**config.mk**
```make
export PLATFORM = sky130hd
export DESIGN_NAME = udma_spim_cfg_seq_flat
export DESIGN_NICKNAME = d
export VERILOG_FILES = /design/src/rtl/udma_spim_cfg_seq_if.sv /design/src/rtl/udma_spim_cfg_seq.sv /design/src/flat_wrapper.sv
export SDC_FILE = /design/constraint.sdc
export NUM_CORES = 1
export LEC_CHECK = 0
export BUFFER_PORTS_ARGS = -buffer_cell sky130_fd_sc_hd__buf_2
export CORE_ASPECT_RATIO = 0.5
export CORE_MARGIN = 3
export CORE_UTILIZATION = 30
export DETAILED_ROUTE_END_ITERATION = 8
export PLACE_DENSITY = 0.62
export SYNTH_ARGS = -nofsm -noshare
export SYNTH_HDL_FRONTEND = slang
export SYNTH_SLANG_ARGS = --single-unit
```
**constraint.sdc**
```tcl
create_clock -name clk_i -period 2.14 [get_ports clk_i]
set_clock_uncertainty 0.1 [all_clocks]
set_input_delay 0.428 -clock clk_i [delete_from_list [all_inputs] [get_ports clk_i]]
set_output_delay 0.428 -clock clk_i [all_outputs]
set_load 0.05 [all_outputs]
```
**src/rtl/udma_spim_cfg_seq_if.sv**
```systemverilog
`default_nettype none
// ============================================================================
// Module   : udma_spim_cfg_seq_if
// Purpose  : uDMA SPI-master cfg register bus between an initiator
//            (udma_spim_cfg_seq) and the register responder (udma_spim_reg_if).
// Signals  : cfg_valid_o  initiator request
//            cfg_rwn_o    1=read 0=write
//            cfg_addr_o   5-bit register address
//            cfg_data_o   write data
//            cfg_data_i   read data from responder
//            cfg_ready_i  responder ready; a transaction completes on a rising
//                         edge where cfg_valid_o & cfg_ready_i
// Revision : 1.0  initial release
// ============================================================================
interface udma_spim_cfg_seq_if;
  logic        cfg_valid_o;
  logic        cfg_rwn_o;
  logic [4:0]  cfg_addr_o;
  logic [31:0] cfg_data_o;
  logic [31:0] cfg_data_i;
  logic        cfg_ready_i;

  modport master (
    output cfg_valid_o, cfg_rwn_o, cfg_addr_o, cfg_data_o,
    input  cfg_data_i, cfg_ready_i
  );

  modport slave (
    input  cfg_valid_o, cfg_rwn_o, cfg_addr_o, cfg_data_o,
    output cfg_data_i, cfg_ready_i
  );
endinterface
`default_nettype wire

```
**src/rtl/udma_spim_cfg_seq.sv**
```systemverilog
`default_nettype none
// ============================================================================
// Module   : udma_spim_cfg_seq
// Purpose  : Programs one uDMA SPI-master channel (CMD/RX/TX) from a single
//            descriptor: writes SADDR, SIZE and CFG(en), then optionally polls
//            the channel CFG register until en and pending both clear.
// Ports    : clk_i, rst_i        clock, synchronous active-high reset
//            req_*               descriptor handshake (valid/ready) and fields
//            done_valid_o/err_o  one-cycle completion pulse with error flag
//            busy_o              sequencer not idle
//            cfg (master)        cfg register bus initiator
// Revision : 1.0  initial release
// ============================================================================
module udma_spim_cfg_seq #(
  parameter int L2_AWIDTH_NOAL = 12,
  parameter int TRANS_SIZE     = 16,
  parameter int POLL_GAP       = 4,
  parameter int POLL_MAX       = 256
) (
  input  logic                      clk_i,
  input  logic                      rst_i,
  input  logic                      req_valid_i,
  output logic                      req_ready_o,
  input  logic [1:0]                req_chan_i,
  input  logic [L2_AWIDTH_NOAL-1:0] req_addr_i,
  input  logic [TRANS_SIZE-1:0]     req_size_i,
  input  logic [1:0]                req_datasize_i,
  input  logic                      req_wait_i,
  output logic                      done_valid_o,
  output logic                      done_err_o,
  output logic                      busy_o,
  udma_spim_cfg_seq_if.master       cfg
);

  // Register map of udma_spim_reg_if
  localparam logic [4:0] c_REG_RX_SADDR  = 5'h00;
  localparam logic [4:0] c_REG_RX_SIZE   = 5'h01;
  localparam logic [4:0] c_REG_RX_CFG    = 5'h02;
  localparam logic [4:0] c_REG_TX_SADDR  = 5'h04;
  localparam logic [4:0] c_REG_TX_SIZE   = 5'h05;
  localparam logic [4:0] c_REG_TX_CFG    = 5'h06;
  localparam logic [4:0] c_REG_CMD_SADDR = 5'h08;
  localparam logic [4:0] c_REG_CMD_SIZE  = 5'h09;
  localparam logic [4:0] c_REG_CMD_CFG   = 5'h0A;

  localparam logic [1:0] c_CHAN_CMD     = 2'd0;
  localparam logic [1:0] c_CHAN_RX      = 2'd1;
  localparam logic [1:0] c_CHAN_TX      = 2'd2;
  localparam logic [1:0] c_CHAN_ILLEGAL = 2'd3;

  localparam int c_PW = $clog2(POLL_MAX + 1);
  // A zero-width counter is not legal, so a gap-less build keeps one bit.
  localparam int c_GW = (POLL_GAP > 0) ? $clog2(POLL_GAP + 1) : 1;
  localparam logic [c_PW-1:0] c_POLL_LAST = c_PW'(POLL_MAX - 1);
  localparam logic [c_PW-1:0] c_POLL_SAT  = c_PW'(POLL_MAX);
  localparam logic [c_GW-1:0] c_GAP_LAST  = c_GW'((POLL_GAP > 0) ? POLL_GAP - 1 : 0);
  localparam bit              c_HAS_GAP   = (POLL_GAP > 0);

  typedef enum logic [2:0] {
    ST_IDLE     = 3'd0,
    ST_WR_SADDR = 3'd1,
    ST_WR_SIZE  = 3'd2,
    ST_WR_CFG   = 3'd3,
    ST_POLL_RD  = 3'd4,
    ST_GAP      = 3'd5,
    ST_DONE     = 3'd6
  } state_t;

  state_t                    r_state;
  state_t                    w_state_nxt;
  logic                      w_err_nxt;
  logic                      r_err;
  logic [1:0]                r_chan;
  logic [L2_AWIDTH_NOAL-1:0] r_addr;
  logic [TRANS_SIZE-1:0]     r_size;
  logic [1:0]                r_ds;
  logic                      r_wait;
  logic [c_PW-1:0]           r_poll_cnt;
  logic [c_GW-1:0]           r_gap_cnt;

  logic                      w_accept;
  logic                      w_rd_done;
  logic                      w_chan_idle;
  logic [4:0]                w_reg_saddr;
  logic [4:0]                w_reg_size;
  logic [4:0]                w_reg_cfg;
  logic                      w_unused;

  assign w_accept    = req_valid_i && (r_state == ST_IDLE);
  assign w_rd_done   = (r_state == ST_POLL_RD) && cfg.cfg_ready_i;
  // Channel has drained once both en (bit4) and pending (bit5) read back 0.
  assign w_chan_idle = (cfg.cfg_data_i[5:4] == 2'b00);
  assign w_unused    = ^{cfg.cfg_data_i[31:6], cfg.cfg_data_i[3:0]};

  // --------------------------------------------------------------------------
  // State register
  // --------------------------------------------------------------------------
  always_ff @(posedge clk_i) begin
    if (rst_i) begin
      r_state <= ST_IDLE;
      r_err   <= 1'b0;
    end else begin
      r_state <= w_state_nxt;
      r_err   <= w_err_nxt;
    end
  end

  // --------------------------------------------------------------------------
  // Next-state logic; w_err_nxt is only set on a transition into DONE, so
  // r_err is high exactly while DONE reports a failure.
  // --------------------------------------------------------------------------
  always_comb begin
    w_state_nxt = r_state;
    w_err_nxt   = 1'b0;
    case (r_state)
      ST_IDLE: begin
        if (req_valid_i) begin
          if (req_chan_i == c_CHAN_ILLEGAL) begin
            w_state_nxt = ST_DONE;
            w_err_nxt   = 1'b1;
          end else begin
            w_state_nxt = ST_WR_SADDR;
          end
        end
      end
      ST_WR_SADDR: if (cfg.cfg_ready_i) w_state_nxt = ST_WR_SIZE;
      ST_WR_SIZE:  if (cfg.cfg_ready_i) w_state_nxt = ST_WR_CFG;
      ST_WR_CFG: begin
        if (cfg.cfg_ready_i) w_state_nxt = r_wait ? ST_POLL_RD : ST_DONE;
      end
      ST_POLL_RD: begin
        if (cfg.cfg_ready_i) begin
          if (w_chan_idle) begin
            w_state_nxt = ST_DONE;
          end else if (r_poll_cnt >= c_POLL_LAST) begin
            w_state_nxt = ST_DONE;
            w_err_nxt   = 1'b1;
          end else begin
            w_state_nxt = c_HAS_GAP ? ST_GAP : ST_POLL_RD;
          end
        end
      end
      ST_GAP:  if (r_gap_cnt == c_GAP_LAST) w_state_nxt = ST_POLL_RD;
      ST_DONE: w_state_nxt = ST_IDLE;
      default: w_state_nxt = ST_IDLE;
    endcase
  end

  // --------------------------------------------------------------------------
  // Descriptor latch and poll/gap counters
  // --------------------------------------------------------------------------
  always_ff @(posedge clk_i) begin
    if (rst_i) begin
      r_chan     <= 2'd0;
      r_addr     <= '0;
      r_size     <= '0;
      r_ds       <= 2'd0;
      r_wait     <= 1'b0;
      r_poll_cnt <= '0;
      r_gap_cnt  <= '0;
    end else begin
      if (w_accept) begin
        r_chan     <= req_chan_i;
        r_addr     <= req_addr_i;
        r_size     <= req_size_i;
        r_ds       <= req_datasize_i;
        r_wait     <= req_wait_i;
        r_poll_cnt <= '0;
      end else if (w_rd_done && (r_poll_cnt != c_POLL_SAT)) begin
        r_poll_cnt <= r_poll_cnt + c_PW'(1);
      end

      if (r_state == ST_GAP) begin
        r_gap_cnt <= (r_gap_cnt == c_GAP_LAST) ? '0 : r_gap_cnt + c_GW'(1);
      end else begin
        r_gap_cnt <= '0;
      end
    end
  end

  // --------------------------------------------------------------------------
  // Register addresses for the latched channel
  // --------------------------------------------------------------------------
  always_comb begin
    w_reg_saddr = c_REG_CMD_SADDR;
    w_reg_size  = c_REG_CMD_SIZE;
    w_reg_cfg   = c_REG_CMD_CFG;
    case (r_chan)
      c_CHAN_RX: begin
        w_reg_saddr = c_REG_RX_SADDR;
        w_reg_size  = c_REG_RX_SIZE;
        w_reg_cfg   = c_REG_RX_CFG;
      end
      c_CHAN_TX: begin
        w_reg_saddr = c_REG_TX_SADDR;
        w_reg_size  = c_REG_TX_SIZE;
        w_reg_cfg   = c_REG_TX_CFG;
      end
      c_CHAN_CMD: begin
        w_reg_saddr = c_REG_CMD_SADDR;
        w_reg_size  = c_REG_CMD_SIZE;
        w_reg_cfg   = c_REG_CMD_CFG;
      end
      default: ;
    endcase
  end

  // --------------------------------------------------------------------------
  // Outputs decode from registered state and descriptor only
  // --------------------------------------------------------------------------
  always_comb begin
    cfg.cfg_valid_o = 1'b0;
    cfg.cfg_rwn_o   = 1'b1;
    cfg.cfg_addr_o  = 5'h00;
    cfg.cfg_data_o  = 32'h0;
    case (r_state)
      ST_WR_SADDR: begin
        cfg.cfg_valid_o = 1'b1;
        cfg.cfg_rwn_o   = 1'b0;
        cfg.cfg_addr_o  = w_reg_saddr;
        cfg.cfg_data_o  = 32'(r_addr);
      end
      ST_WR_SIZE: begin
        cfg.cfg_valid_o = 1'b1;
        cfg.cfg_rwn_o   = 1'b0;
        cfg.cfg_addr_o  = w_reg_size;
        cfg.cfg_data_o  = 32'(r_size);
      end
      ST_WR_CFG: begin
        // {clr=0, rsvd, en=1, rsvd, datasize, continuous=0}
        cfg.cfg_valid_o = 1'b1;
        cfg.cfg_rwn_o   = 1'b0;
        cfg.cfg_addr_o  = w_reg_cfg;
        cfg.cfg_data_o  = {25'h0, 1'b0, 1'b0, 1'b1, 1'b0, r_ds, 1'b0};
      end
      ST_POLL_RD: begin
        cfg.cfg_valid_o = 1'b1;
        cfg.cfg_rwn_o   = 1'b1;
        cfg.cfg_addr_o  = w_reg_cfg;
      end
      default: ;
    endcase
  end

  assign req_ready_o  = (r_state == ST_IDLE);
  assign busy_o       = (r_state != ST_IDLE);
  assign done_valid_o = (r_state == ST_DONE);
  assign done_err_o   = (r_state == ST_DONE) && r_err;

endmodule
`default_nettype wire
```
**src/flat_wrapper.sv**
```systemverilog
// flat-port wrapper written by rule: the top's interface ports become plain ports
module udma_spim_cfg_seq_flat 
#(
  parameter int L2_AWIDTH_NOAL = 12,
  parameter int TRANS_SIZE     = 16,
  parameter int POLL_GAP       = 4,
  parameter int POLL_MAX       = 256
)
  (clk_i, rst_i, req_valid_i, req_ready_o, req_chan_i, req_addr_i, req_size_i, req_datasize_i, req_wait_i, done_valid_o, done_err_o, busy_o, cfg_cfg_valid_o, cfg_cfg_rwn_o, cfg_cfg_addr_o, cfg_cfg_data_o, cfg_cfg_data_i, cfg_cfg_ready_i);
  udma_spim_cfg_seq_if cfg_i ();
  input  logic clk_i;
  input  logic rst_i;
  input  logic req_valid_i;
  output logic req_ready_o;
  input  logic [1:0] req_chan_i;
  input  logic [L2_AWIDTH_NOAL-1:0] req_addr_i;
  input  logic [TRANS_SIZE-1:0] req_size_i;
  input  logic [1:0] req_datasize_i;
  input  logic req_wait_i;
  output logic done_valid_o;
  output logic done_err_o;
  output logic busy_o;
  output wire logic [$bits(cfg_i.cfg_valid_o)-1:0] cfg_cfg_valid_o;
  output wire logic [$bits(cfg_i.cfg_rwn_o)-1:0] cfg_cfg_rwn_o;
  output wire logic [$bits(cfg_i.cfg_addr_o)-1:0] cfg_cfg_addr_o;
  output wire logic [$bits(cfg_i.cfg_data_o)-1:0] cfg_cfg_data_o;
  input wire logic [$bits(cfg_i.cfg_data_i)-1:0] cfg_cfg_data_i;
  input wire logic [$bits(cfg_i.cfg_ready_i)-1:0] cfg_cfg_ready_i;
  assign cfg_cfg_valid_o = cfg_i.cfg_valid_o;
  assign cfg_cfg_rwn_o = cfg_i.cfg_rwn_o;
  assign cfg_cfg_addr_o = cfg_i.cfg_addr_o;
  assign cfg_cfg_data_o = cfg_i.cfg_data_o;
  assign cfg_i.cfg_data_i = cfg_cfg_data_i;
  assign cfg_i.cfg_ready_i = cfg_cfg_ready_i;
  udma_spim_cfg_seq #(.L2_AWIDTH_NOAL(L2_AWIDTH_NOAL), .TRANS_SIZE(TRANS_SIZE), .POLL_GAP(POLL_GAP), .POLL_MAX(POLL_MAX)) u_core (.clk_i(clk_i), .rst_i(rst_i), .req_valid_i(req_valid_i), .req_ready_o(req_ready_o), .req_chan_i(req_chan_i), .req_addr_i(req_addr_i), .req_size_i(req_size_i), .req_datasize_i(req_datasize_i), .req_wait_i(req_wait_i), .done_valid_o(done_valid_o), .done_err_o(done_err_o), .busy_o(busy_o), .cfg(cfg_i));
endmodule
```
==> results_dict.tcl <==
set metrics [dict create \
    status "complete, no violations" \
    fp-row-count 22 \
    synth_edf_count 0 \
    endpoint_kind "output port" \
    area_growth_pct 28.49 \
    final-setup-viol-count 0 \
    path_clk_slew_ps 70 \
    path_cells "buf_6 > mux2_2 > a22oi_1 > nor2_1 > buf_2" \
    num-nets-final 465 \
    grt_max_degree 27 \
    clock-root-buffer "clkbuf_16" \
    slowest_delay_ps 360 \
    antenna_found_initial 0 \
    cts_buffers 5 \
    io_buffers 64 \
    vdd_drop_max_uv 549.5 \
    slew_violations 0 \
    syn-instance-count 324 \
    max_cap_violations 0 \
    path_buf_inv 2 \
    grt-ovfl-total 0 \
    comb_power_share_pct 51.0 \
    yosysSeqAreaShare_pct 39.26 \
    wl_per_cell_um 12.12 \
    post-place-cells 491 \
    netSwitchingPower_mw 1.867 \
    place_congestion 0.8074 \
    p_sw_share_pct 44.94 \
    final_cell_mix "nand2_1, buf_2, dfxtp_1, a21oi_1, nor2_1" \
    synth.distinct_cells 46 \
    synth_mux_area_share_pct 1.703 \
    cp.arrival_ps 1520 \
    cellLeakagePower_nw 1.323 \
    viasPerCell 4.625 \
    synth-compound-area-share_pct 16.88 \
    synth-simple-area-share_pct 25.99 \
    cp_max_fo 8 \
    pwr-share-clk_pct 19.7 \
    slowest_stage "dfxtp_4" \
    seqPwrFrac_pct 29.4 \
    clock_path_buffers 2 \
    critical-path-top-delay-family "flip-flops" \
    intPower_mw 2.287 \
    htree_levels 2 \
    fin_crit_ps 2048 \
    hold_class "in -> reg" \
    slew_headroom_pct 64.89 \
    final_cell_count_no_fill 499 \
    core_um2 7707 \
    period_share_pct 95.71 \
    die_y_um 70.53 \
    crit_required_ps 1610 \
    cts_hold_buffers 0 \
    yosysWarnings 0 \
    rsz0062_at_grt "no" \
    path_class "reg -> out" \
    synth_top_family_by_area "simple AND/OR/NAND/NOR gates" \
    grt_pass1_vias 2205 \
    clock_latency_ps 290 \
    worst_pin_slew_ps 526.7 \
    async_flop_share_pct 0 \
    wirelength_um 6049 \
    hold_violations 0 \
    power_mw 4.153 \
    antenna_cells 0 \
    first_pass_iters 5 \
    final_common_cell "nand2_1" \
    grt_pass1_wl_um 10320 \
    dpl_cell_area_um2 3005 \
    startpoint_type "flop" \
    io_pins 112 \
    drive_gt1_share_pct 30.18 \
    ant_nets 0 \
    drc 0 \
    synth_seq_cells 49 \
    clock_sinks 49 \
    power_density_nw_per_um2 1294 \
    stdcell_area_um2 3211 \
    synth-xor-area-share_pct 2.804 \
    dieArea_um2 9526 \
    synth_ff_type "dfxtp_1" \
    cts_tree "yes" \
    synth_area_um2 2499 \
    first_iter_violations 157 \
    grtUsageTotal_pct 13.13 \
    start_util_pct 32.42 \
    final_util_pct 41.66 \
    via_count 2308 \
    post_cts_buffers 0 \
    synth_fa_ha_area_share_pct 3.005 \
    dp_hpwl_um 4506 \
    die_w_um 135.1 \
    fmax_mhz 488.2 \
    avgSynthCellArea_um2 7.712 \
]
[cell usage after synthesis, types with 2 or more instances]
master,number,area (um2)
o21bai_1,2,15.01
xnor2_1,7,61.31
and2_1,3,18.77
nand4_1,3,18.77
nor2_1,30,112.6
mux2_2,2,22.52
o21ai_0,6,30.03
and3_1,6,37.54
a31oi_1,3,18.77
nor4b_1,2,17.52
a211oi_1,2,15.01
nor2b_1,3,18.77
buf_2,9,45.04
ha_1,6,75.07
buf_4,17,127.6
nor2_2,2,12.51
nand2_1,72,270.3
a22oi_1,11,82.58
clkbuf_1,11,41.29
dfxtp_1,49,980.9
mux2i_1,2,20.02
or3_1,2,12.51
nor3_1,5,25.02
a21oi_1,35,175.2
inv_1,9,33.78
nand3_1,5,25.02
[per-stage QoR]
step | hold WS (ps) | setup TNS [ps] | worst slack [ps]
6_report | 266.1 | 0 | 91.83
5_1_grt | 277.7 | 0 | 10.23
4_1_cts | 265.5 | -56.73 | -29.45
3_5_place_dp | 311.6 | 0 | 183.6
3_3_place_gp | 312.9 | 0 | 193.4
2_1_floorplan | 299.2 | -295.8 | -77.34
[worst register-to-register path, stage by stage (launching register included)]
cell and delay, ps:
dfxtp_1 430, ha_1 220, nand3_1 100, nor2_1 110, ha_1 150, nor2_1 40
o21ai_0 110, o21bai_1 120, a2111oi_1 380
[routing by layer]
layer / vias to the layer above / share of wire [%] / global-route usage (%)
li1: 1194 / - / -
met1: 1050 / 49 / 18.07
met2: 59 / 45 / 20.86
met3: 5 / 4.5 / 3.338
met4: 0 / 0.78 / 3.128
met5: - / 0 / 0
[cells by family after synthesis]
| family | Yosys count |
|---|---|
| simple gates | 140 |
| compound gates | 68 |
| flops | 49 |
| buf+inv | 48 |
| xor+xnor | 8 |
| fa+ha+maj | 6 |
| mux | 4 |
| other cells | 1 |
[final timing paths]
path | endpoint | start | depth (start not counted) | slack (ps)
max reg2reg | u_core.r_state[1]$_SDFFE_PP0P_ | u_core.r_poll_cnt[1]$_SDFFE_PP0P_ | 8 | 250
min reg2reg | u_core.r_gap_cnt[0]$_SDFF_PP0_ | u_core.r_gap_cnt[0]$_SDFF_PP0_ | 1 | 330
max | cfg_cfg_data_o[2] | u_core.r_state[1]$_SDFFE_PP0P_ | 5 | 90
min | u_core.r_size[7]$_SDFFE_PP0P_ | req_size_i[7] | 3 | 270
[power by group through the flow]
stage	clock, mW	combinational (mW)	sequential [mW]
6_report	0.817	2.12	1.22
5_1_grt	0.872	2.32	1.25
4_1_cts	0.841	2.12	1.21
3_5_place_dp	0	2.10	1.23
3_3_place_gp	0	2.09	1.22
2_1_floorplan	0	1.60	1.18
[flip-flops by register name, summed over array words and instances (netlist names), 2 cells and up]
signal and count:
u_core.r_ds 2, u_core.r_gap_cnt 3, u_core.r_size 16, u_core.r_poll_cnt 9, u_core.r_chan 2, u_core.r_addr 12
u_core.r_state 3
[timing repair]
item / in CTS / in global routing
setup endpoints to repair: 13 / 13
resized for setup: 7 / 13
endpoints found under the hold margin: 0 / 0
[layout make-up]
class	instances	area, um2
clock buffers	6	138.9
well taps	108	135.1
flip-flops and latches	49	989.7
repair buffers	81	506.7
multi-input cells	243	1383
clock inverters	2	16.27
fillers	833	4497
inverters	10	41.29
No activity file was read; power rests on OpenSTA's default activity.
